--- src/rtl/c_result_drain.sv ---
// c_result_drain: streams matrix C (row-major, c_rows x c_cols words at C_OFFSET)
// out of a synchronous-read memory onto a framed valid/ready stream through a
// 2-entry skid FIFO that absorbs the 1-cycle read latency.
// Optional feature: define C_DRAIN_PARITY_EN to add out_parity (even parity of out_data).
// Ports:
//   clk, reset (async, active-low)
//   start, c_rows, c_cols          : launch a drain; sizes sampled with start in IDLE
//   mem_rd_en, mem_addr, mem_rdata : read port, data valid one cycle after mem_rd_en
//   out_data, out_valid, out_ready : element stream
//   out_row_last, out_last         : row / matrix framing of the head element
//   busy, done                     : drain in progress / one-cycle completion pulse
//   out_parity                     : head parity (C_DRAIN_PARITY_EN only)
module c_result_drain #(
    parameter int DATA_WIDTH = 32,
    parameter int ADDR_WIDTH = 10,
    parameter int C_OFFSET   = 0,
    parameter int DIM_WIDTH  = 8
) (
    input  logic                  clk,
    input  logic                  reset,
    input  logic                  start,
    input  logic [DIM_WIDTH-1:0]  c_rows,
    input  logic [DIM_WIDTH-1:0]  c_cols,
    output logic                  mem_rd_en,
    output logic [ADDR_WIDTH-1:0] mem_addr,
    input  logic [DATA_WIDTH-1:0] mem_rdata,
    output logic [DATA_WIDTH-1:0] out_data,
    output logic                  out_valid,
    input  logic                  out_ready,
    output logic                  out_row_last,
    output logic                  out_last,
    output logic                  busy,
    output logic                  done
`ifdef C_DRAIN_PARITY_EN
    ,
    output logic                  out_parity
`endif
);
    localparam int TW = 2 * DIM_WIDTH;
    typedef enum logic [1:0] {IDLE, READ, FLUSH, DONE} state_t;
    state_t state, state_nxt;
    logic [DIM_WIDTH-1:0]  cols_q, col;
    logic [TW-1:0]         total, rd_idx;
    logic                  inflight, inf_rl, inf_last;
    logic [DATA_WIDTH-1:0] f_data [2];
    logic [1:0]            f_rl, f_last;
    logic                  wr_ptr, rd_ptr;
    logic [1:0]            count;
    logic                  pop;
`ifdef C_DRAIN_PARITY_EN
    logic [1:0]            f_par;
    assign out_parity = f_par[rd_ptr];
`endif
    assign pop          = out_valid & out_ready;
    assign out_valid    = count != 2'd0;
    assign out_data     = f_data[rd_ptr];
    assign out_row_last = out_valid & f_rl[rd_ptr];
    assign out_last     = out_valid & f_last[rd_ptr];
    assign busy         = state == READ || state == FLUSH;
    assign done         = state == DONE;
    assign mem_addr     = ADDR_WIDTH'(C_OFFSET) + ADDR_WIDTH'(rd_idx);
    // Occupancy is judged after this cycle's pop, so a stream with out_ready
    // held high keeps one read issued every cycle without bubbles.
    assign mem_rd_en = state == READ && rd_idx < total &&
                       3'(count) + 3'(inflight) - 3'(pop) < 3'd2;
    always_comb begin
        state_nxt = state;
        case (state)
            IDLE:    if (start) state_nxt = (c_rows == '0 || c_cols == '0) ? DONE : READ;
            READ:    if (rd_idx == total) state_nxt = FLUSH;
            FLUSH:   if (pop && out_last) state_nxt = DONE;
            default: state_nxt = IDLE;
        endcase
    end
    always_ff @(posedge clk or negedge reset) begin
        if (!reset) begin
            state     <= IDLE;
            cols_q    <= '0;
            col       <= '0;
            total     <= '0;
            rd_idx    <= '0;
            inflight  <= 1'b0;
            inf_rl    <= 1'b0;
            inf_last  <= 1'b0;
            f_data[0] <= '0;
            f_data[1] <= '0;
            f_rl      <= '0;
            f_last    <= '0;
            wr_ptr    <= 1'b0;
            rd_ptr    <= 1'b0;
            count     <= '0;
`ifdef C_DRAIN_PARITY_EN
            f_par     <= '0;
`endif
        end else begin
            state    <= state_nxt;
            inflight <= mem_rd_en;
            if (state == IDLE && start) begin
                cols_q <= c_cols;
                total  <= TW'(c_rows) * TW'(c_cols);
                rd_idx <= '0;
                col    <= '0;
            end
            if (mem_rd_en) begin
                rd_idx   <= rd_idx + 1'b1;
                col      <= (col == cols_q - 1'b1) ? '0 : col + 1'b1;
                inf_rl   <= col == cols_q - 1'b1;
                inf_last <= rd_idx == total - 1'b1;
            end
            if (inflight) begin
                f_data[wr_ptr] <= mem_rdata;
                f_rl[wr_ptr]   <= inf_rl;
                f_last[wr_ptr] <= inf_last;
`ifdef C_DRAIN_PARITY_EN
                f_par[wr_ptr]  <= ^mem_rdata;
`endif
                wr_ptr         <= ~wr_ptr;
            end
            if (pop) rd_ptr <= ~rd_ptr;
            count <= count + 2'(inflight) - 2'(pop);
        end
    end
endmodule

--- config.mk ---
export PLATFORM = sky130hd
export DESIGN_NAME = c_result_drain
export DESIGN_NICKNAME = d
export VERILOG_FILES = /design/src/rtl/c_result_drain.sv
export SDC_FILE = /design/constraint.sdc
export NUM_CORES = 1
export LEC_CHECK = 0
export BUFFER_PORTS_ARGS = -buffer_cell sky130_fd_sc_hd__buf_2
export CORE_MARGIN = 2
export CORE_UTILIZATION = 65
export DETAILED_ROUTE_END_ITERATION = 8
export GPL_ROUTABILITY_DRIVEN = 0
export GPL_TIMING_DRIVEN = 0
export PLACE_DENSITY = 0.88
export SETUP_SLACK_MARGIN = 0.4
export SYNTH_ARGS = -nofsm -noshare
export SYNTH_HDL_FRONTEND = slang
export SYNTH_SLANG_ARGS = --single-unit
--- constraint.sdc ---
create_clock -name clk -period 8 [get_ports clk]
set_input_delay 1.2 -clock clk [delete_from_list [all_inputs] [get_ports clk]]
set_output_delay 1.2 -clock clk [all_outputs]
set_load 0.02 [all_outputs]
# Word-level counts from Yosys, hierarchy flattened
# Index checks and enable logic that the tools add are counted.
# word_totals
register_bits,125
input_bits,52
# classes
addsub,8
multipliers,1
order_cmp,8
eq_ne,9
mux,24
bitwise_logic,7
reduce_logical,14
# op_table
op,count
$mux 32,4
$bwmux 64,1
$demux 32 s1,1
$eq 16x16->1,2
$mux 16,2
$mux 8,3
$add 16x1->16 const B,1
$logic_not 8->1,2
$lt 16x16->1,1
$mul 8x8->16,1
$sub 16x1->16 const B,1
$add 8x1->8 const B,1
$eq 8x8->1,1
$mux 2,4
$sub 8x1->8 const B,1
$logic_and 1x1->1,6
$pmux 2 s3,1
$mux 1,5
$bwmux 2,2
$eq 2x2->1 const B,2
$ge 2x2->1 const B,2
$lt 1x2->1 const B,2
$ne 2x1->1 const B,2
$not 1->2,2
other kinds (16),21

# Logic depth before layout (Yosys ltp)
# Gate-level depths: netlist of run 1.
# logic_depth
depth_word,6
ltp_mapped,18

# Worst setup path before layout of run 1
# Ideal clock, no wire load.
# synth_timing
kind,in2reg
start,input port c_cols[6]
end,register total[14]
setup_ns,0.134
t_arrival_ns,5.354
required_ns,7.866
slack_ns,2.512
stages,16
cell_sequence,clkbuf_1 and2_1 fa_1 fa_1 fa_1 inv_1 fa_1 inv_1 ha_1 and4_1 a21oi_1 o21ai_0 or4b_1 a31oi_1 xor2_1 o21ai_0
# synth_between
elab_chain_cells,1
# synth_lines
item,line,rtl
from (decl),23,"input logic [DIM_WIDTH-1:0] c_cols,"
$mul 8x8->16,100,total <= TW'(c_rows) * TW'(c_cols);
to (signal assigned),100,
to (decl),43,"logic [TW-1:0] total, rd_idx;"
# Every way passes these cells.
# A chain may end at the register's enable or synchronous reset.

# Worst setup path in the final report of run 1
# layout_timing
start,input port c_cols[5]
end,register total[14]
# The elaborated chain is that of the path after synthesis.

==> results of run 1 <==
-- metal layers --
layer,share of wire,wire [um],GRT usage
met3,0.068,1480,0.0703
met1,0.39,8480,0.366
met2,0.50,10800,0.542
met5,0,0,0
met4,0.041,884,0.150
-- kinds of logic after synthesis --
logic type                 share of synthesized area
and+or+nand+nor                                0.146
buffers and inverters                         0.0581
AOI/OAI and AO/OA                             0.0888
DFF                                            0.353
xor gates and xnor gates                      0.0385
muxes                                          0.145
adders and majority gates                      0.171
-- per-stage QoR --
step	instances	hold WS [ns]	instance area, sq um	utilization
after detailed placement	1133	0.494	9600	0.722
after global placement	1132	0.481	9570	0.720
after CTS	1165	0.508	10200	0.768
final	1165	0.505	10200	0.768
after global routing	1165	0.519	10200	0.768
after floorplan	860	0.456	8870	-
-- cells in the final DEF, fill, tap and decap left out, types with 5 or more instances in the layout --
cell type / instances
nor3_1: 11
mux2_2: 112
nand2_1: 59
nand4_1: 12
o21ai_0: 39
a21oi_1: 21
a211oi_1: 5
nor3b_2: 5
and2_1: 55
xnor2_1: 22
inv_6: 5
a31oi_1: 9
nor2_1: 31
fa_1: 37
nand3_1: 16
o21ai_1: 13
ha_1: 62
dfrtp_1: 125
nor2b_1: 6
a21o_1: 9
clkbuf_1: 25
nor4_1: 5
buf_4: 10
o21a_1: 5
and3_1: 12
clkbuf_16: 17
xor2_1: 17
inv_1: 78
buf_2: 99
-- final cells by class --
| type | instances | area, sq um | share of cell area |
|---|---|---|---|
| inverters | 78 | 293 | 0.0287 |
| plain buffers | 44 | 223 | 0.0218 |
| multi-input cells | 613 | 5220 | 0.511 |
| repair buffers | 97 | 514 | 0.0504 |
| clock inverters | 14 | 183 | 0.0179 |
| clock buffers | 18 | 429 | 0.0420 |
| flip-flops and latches | 125 | 3130 | 0.306 |
| well taps | 176 | 220 | 0.0216 |
-- critical path: stages --
cell and delay (ns):
clkbuf_1 0.36, and2_1 0.21, fa_1 0.44, fa_1 0.52, fa_1 0.56, inv_1 0.06
fa_1 0.54, inv_1 0.04, ha_1 0.36, and4_1 0.24, a21oi_1 0.15, o21ai_0 0.11
or4b_1 0.52, a31oi_1 0.20, xor2_1 0.16, o21ai_0 0.09
-- state kept, by name (all words and copies together) (netlist names) --
signal    cells
rd_idx       16
inflight      1
count         2
f_data       64
rd_ptr        1
inf_last      1
inf_rl        1
wr_ptr        1
col           8
f_rl          2
state         2
f_last        2
total        16
cols_q        8
-- worst min-delay path by stage --
stage | start | to | slack [ns]
floorplan | inf_last$_DFFE_PN0P_ | inf_last$_DFFE_PN0P_ | 0.46
global placement | f_data[26]$_DFFE_PN0P_ | f_data[26]$_DFFE_PN0P_ | 0.48
detailed placement | f_data[57]$_DFFE_PN0P_ | f_data[57]$_DFFE_PN0P_ | 0.49
CTS | f_data[50]$_DFFE_PN0P_ | f_data[50]$_DFFE_PN0P_ | 0.51
global route | f_data[48]$_DFFE_PN0P_ | f_data[48]$_DFFE_PN0P_ | 0.52
finish | f_data[50]$_DFFE_PN0P_ | f_data[50]$_DFFE_PN0P_ | 0.50
-- power by group through the flow --
stage | clock network (mW) | registers (mW) | logic (mW)
after floorplan | 0 | 0.667 | 0.496
after global placement | 0 | 0.668 | 0.655
after detailed placement | 0 | 0.670 | 0.683
after CTS | 0.806 | 0.660 | 0.697
after global routing | 0.836 | 0.661 | 0.771
final | 0.804 | 0.660 | 0.694
==> key figures, run 1 <==
Clocking
  – Clock sink count: 125
  – # H-tree levels: 4
  – Num CTS Buffers: 17
  – CTS tree: yes
  – Clock Path Buffers: 2
  – Clock-pin slew on the worst setup and hold paths: 0.06 ns
  – CTS Root Cell: clkbuf_16
  – PostCTS Resize Cnt: 0
  – Post-CTS Setup Inserts: 0
  – Post-CTS Hold Buffers: 0
  – Skew-Pair Late Insertion Delay: 0.42 ns

Setup path
  – Critical path arrival: 5.77 ns
  – Setup crit end kind: flop
  – R2r worst-path depth: 17
  – CP endpoint: total[14]$_DFFE_PN0P_
  – Crit start category: primary input
  – Reg-to-reg slack, setup: 4.11 ns
  – RR Endpoint: rd_idx[15]$_DFFE_PN0P_
  – CP Max Fanout: 10
  – R2R Path Start: count[1]$_DFF_PN0_
  – Crit Path Class: primary input to flop
  – Launch point of the worst path: c_cols[5]
  – Required @ worst endpoint: 8.28 ns

Synth
  – Most frequent cell after synthesis: dfrtp_1
  – Syn Nets: 1011
  – Largest cells by area after synthesis: dfrtp_1 (35%), mux2_2 (14%), ha_1 (8.7%)
  – Primary FF master, synth: dfrtp_1
  – Cell Area, Synth: 8870 sq um
  – Post-synth EDFFs: 0
  – Part of the Yosys area used for sequential elements: 0.353
  – Syn Inst Count: 860
  – Synth top cells by count: dfrtp_1 (125), mux2_2 (112), inv_1 (78)
  – Area fraction of the dominant cell type after synthesis: 0.353
  – Synth area leader: dfrtp_1
  – Flops & latches, synth: 125
  – Avg Cell Area, Syn: 10.3 sq um
  – Post-synthesis cell type count: 64
  – Ys async rst share: 1.00
  – Ys Warns: 0

Detailed routing
  – # DRC: 0
  – Detailed router's first-iteration violation count: 551
  – Routed length per instance: 18.6 um
  – DR pass1 iterations: 5
  – Routed vias: 7054
  – Post-DRT Antenna Nets: 0
  – Via-per-instance ratio: 6.05
  – WL final: 21600 um

Power
  – Lkg Pwr: 5.18 nW
  – VDD IR-drop max: 0.186 mV
  – Clk network pwr share: 0.372
  – Overall Power: 2.16 mW
  – Sw frac: 0.334
  – Combinational share of power: 0.322
  – Power Dens Cells: 211 nW/um^2
  – Net switching power: 0.720 mW
  – Int Power: 1.44 mW
  – Sequential share of power: 0.306

Status
  – Status: completed

Floorplan
  – Die height: 121 um
  – FP Rows: 42
  – DIE AREA: 14600 sq um
  – I/O Pins: 100
  – Width of the die: 121 um
  – Core footprint: 13300 sq um
  – Initial Util: 0.667

Global route
  – Initial antenna violation count: 0
  – First-pass GRT wire length: 36000 um
  – Largest net degree at the start of global routing: 88
  – Vias in the first global route: 7442
  – Total global-route track usage: 0.312
  – Gr ovfl total: 0

Final layout
  – Syn-to-layout area delta: 15.2%
  – Share of layout cells above drive strength 1: 0.273
  – Ant diodes: 0
  – Nets: 1127
  – Filler cell count: 843

Timing
  – Worst-Margin Slew: 0.686 ns
  – Final worst-path cycle share: 0.686
  – Final worst setup slack: 2.51 ns
  – Endpoints failing setup: 0
  – Layout Skew: 0.00523 ns
  – Setup TNS Final: 0 ns
  – Relative slew slack: 0.538
  – Achievable Freq: 182 MHz
  – Final Hold Fails: 0
  – Minimum clock period: 5.49 ns
  – Unrepaired setup endpoints after global routing: no
  – Slew Viols, Final: 0

Hold path
  – Worst min path class: flop to flop
  – Worst Hold Depth: 1

Place
  – Dpl hpwl: 15000 um
  – Number of I/O port buffers: 96
  – Pre-CTS setup slack: 2.07 ns

Job
  – Max cap viols: 0
Note: power is estimated with default switching activity, not from simulation.
==> run 2: changes to the inputs <==
Settings changed: CORE_UTILIZATION 65 to 54, PLACE_DENSITY 0.88 to 0.78.
Clock period 8 ns to 4.95 ns, I/O delays scaled along.
==> run 2 against run 1 <==
Effect of this change: clock skew grew 0.0023 ns; power grew 64%; die area rose by 20%; largest power group unchanged.
==> key figures, run 2 (synthesized netlist as in run 1, its figures left out) <==
Status
  – Status: completed

Floorplan
  – Core footprint: 15900 sq um
  – Width of the die: 132 um
  – DIE AREA: 17500 sq um
  – Initial Util: 0.556
  – FP Rows: 46
  – I/O Pins: 100
  – Die height: 132 um

Final layout
  – Most frequent cells in the layout: dfrtp_1 (124), mux2_2 (112), buf_2 (89)
  – Syn-to-layout area delta: 18.1%
  – Nets: 1129
  – Design area: 10500 sq um
  – Share of layout cells above drive strength 1: 0.305
  – Max reg flops: 64
  – Commonest non-fill, non-tap cell in the layout: dfrtp_1
  – Largest reg by FF count: f_data
  – Ant diodes: 0
  – Largest registers: f_data (64), rd_idx (16), total (16)
  – Final core occ: 0.657

Job
  – Max cap viols: 0

Place
  – Pre-CTS setup slack: -0.0304 ns
  – Number of I/O port buffers: 96
  – Area post-placement: 9750 sq um
  – Dpl hpwl: 14100 um

Timing
  – Final Hold Fails: 0
  – Relative slew slack: 0.496
  – Final worst-path cycle share: 0.902
  – Final worst setup slack: 0.487 ns
  – Layout Skew: 0.00754 ns
  – Slew Viols, Final: 0
  – Setup TNS Final: 0 ns
  – Worst-Margin Slew: 0.750 ns
  – Unrepaired setup endpoints after global routing: yes
  – Achievable Freq: 224 MHz
  – Minimum clock period: 4.46 ns
  – Endpoints failing setup: 0
  – Min Hold Slack: 0.272 ns

Global route
  – Largest net degree at the start of global routing: 76
  – Total global-route track usage: 0.240
  – Gr ovfl total: 0
  – First-pass GRT wire length: 34300 um
  – Initial antenna violation count: 0
  – Vias in the first global route: 7008

Clocking
  – Clock Path Buffers: 2
  – Clock-pin slew on the worst setup and hold paths: 0.06 ns
  – CTS tree: yes
  – Num CTS Buffers: 17
  – Skew-Pair Late Insertion Delay: 0.41 ns
  – # H-tree levels: 4
  – Clock sink count: 125
  – CTS Root Cell: clkbuf_16

Setup path
  – Crit Path Class: primary input to flop
  – Setup crit end kind: flop
  – Crit start category: primary input
  – CP Max Fanout: 5
  – Reg-to-reg slack, setup: 1.25 ns
  – Critical path arrival: 4.75 ns
  – Required @ worst endpoint: 5.23 ns

Detailed routing
  – Routed vias: 6745
  – Routed length per instance: 16.7 um
  – DR pass1 iterations: 5
  – Detailed router's first-iteration violation count: 397
  – WL final: 20100 um
  – Via-per-instance ratio: 5.59
  – Post-DRT Antenna Nets: 0
  – # DRC: 0

Power
  – Power Dens Cells: 339 nW/um^2
  – VDD IR-drop max: 0.230 mV
  – Lkg Pwr: 5.24 nW

Hold path
  – Worst min path class: primary input to asynchronous set/reset pin
[run 2: cell count changes in the layout (fill, tap and decap cells not counted), sizes merged]
| cell | delta |
|---|---|
| inv | +4 |
| buf | +3 |
| clkbuf | -2 |
| bufinv | -1 |
| clkinv | -1 |
| clkinvlp | -1 |
[run 2: what timing repair did]
item,in CTS,in global routing
setup buffers,0,2
pin swaps,5,14
hold buffers,0,0
resized for setup,4,40
endpoints found under the setup margin,2,5
[run 2: final timing paths]
check	startpoint	end	cells past startpoint
worst max-delay path	c_cols[2]	total[14]$_DFFE_PN0P_	16
worst min-delay path	reset	f_data[38]$_DFFE_PN0P_	1
worst max register to register	count[1]$_DFF_PN0_	rd_idx[15]$_DFFE_PN0P_	17
worst min register to register	f_data[53]$_DFFE_PN0P_	f_data[53]$_DFFE_PN0P_	1
max in group asynchronous	reset	total[9]$_DFFE_PN0P_	2
min in group clk	f_data[53]$_DFFE_PN0P_	f_data[53]$_DFFE_PN0P_	1
[run 2: final cells by class]
class	count	area, sq um
Fill cell	1241	5470
Inverter	78	293
Timing Repair Buffer	99	599
Sequential cell	125	3130
Clock inverter	15	176
Tap cell	216	270
Clock buffer	17	425
Buffer	44	272
Multi-Input combinational cell	613	5310
[run 2: worst max-delay path, cell delays in order]
cell and delay, ns:
buf_12 0.10, and2_4 0.15, fa_1 0.50, fa_1 0.52, fa_1 0.54, inv_2 0.05, fa_1 0.52, inv_2 0.05
ha_4 0.25, and4_1 0.16, a21oi_2 0.12, o21ai_1 0.08, or4b_1 0.52, a31oi_1 0.19, xor2_1 0.18, o21ai_1 0.07
[run 2: power by group]
group          internal, mW  switching (mW)  total [mW]  leakage, nW
logic                 0.547           0.654        1.20         3.29
registers              1.05          0.0201        1.07         1.66
clock network         0.761           0.516        1.28        0.290
total                  2.36            1.19        3.55         5.24
[run 2: per-stage QoR]
step	total power, mW	cells
finish	3.55	1207
detailed placement	2.24	1173
CTS	3.53	1205
global placement	2.22	1172
global route	3.75	1207
floorplan	1.94	860
[run 2: layer usage]
metal,wire (um),track usage,vias up
met5,0,0,-
met4,280,0.0598,0
met3,902,0.0361,19
met2,10000,0.417,197
met1,8890,0.317,3330
li1,-,-,3199
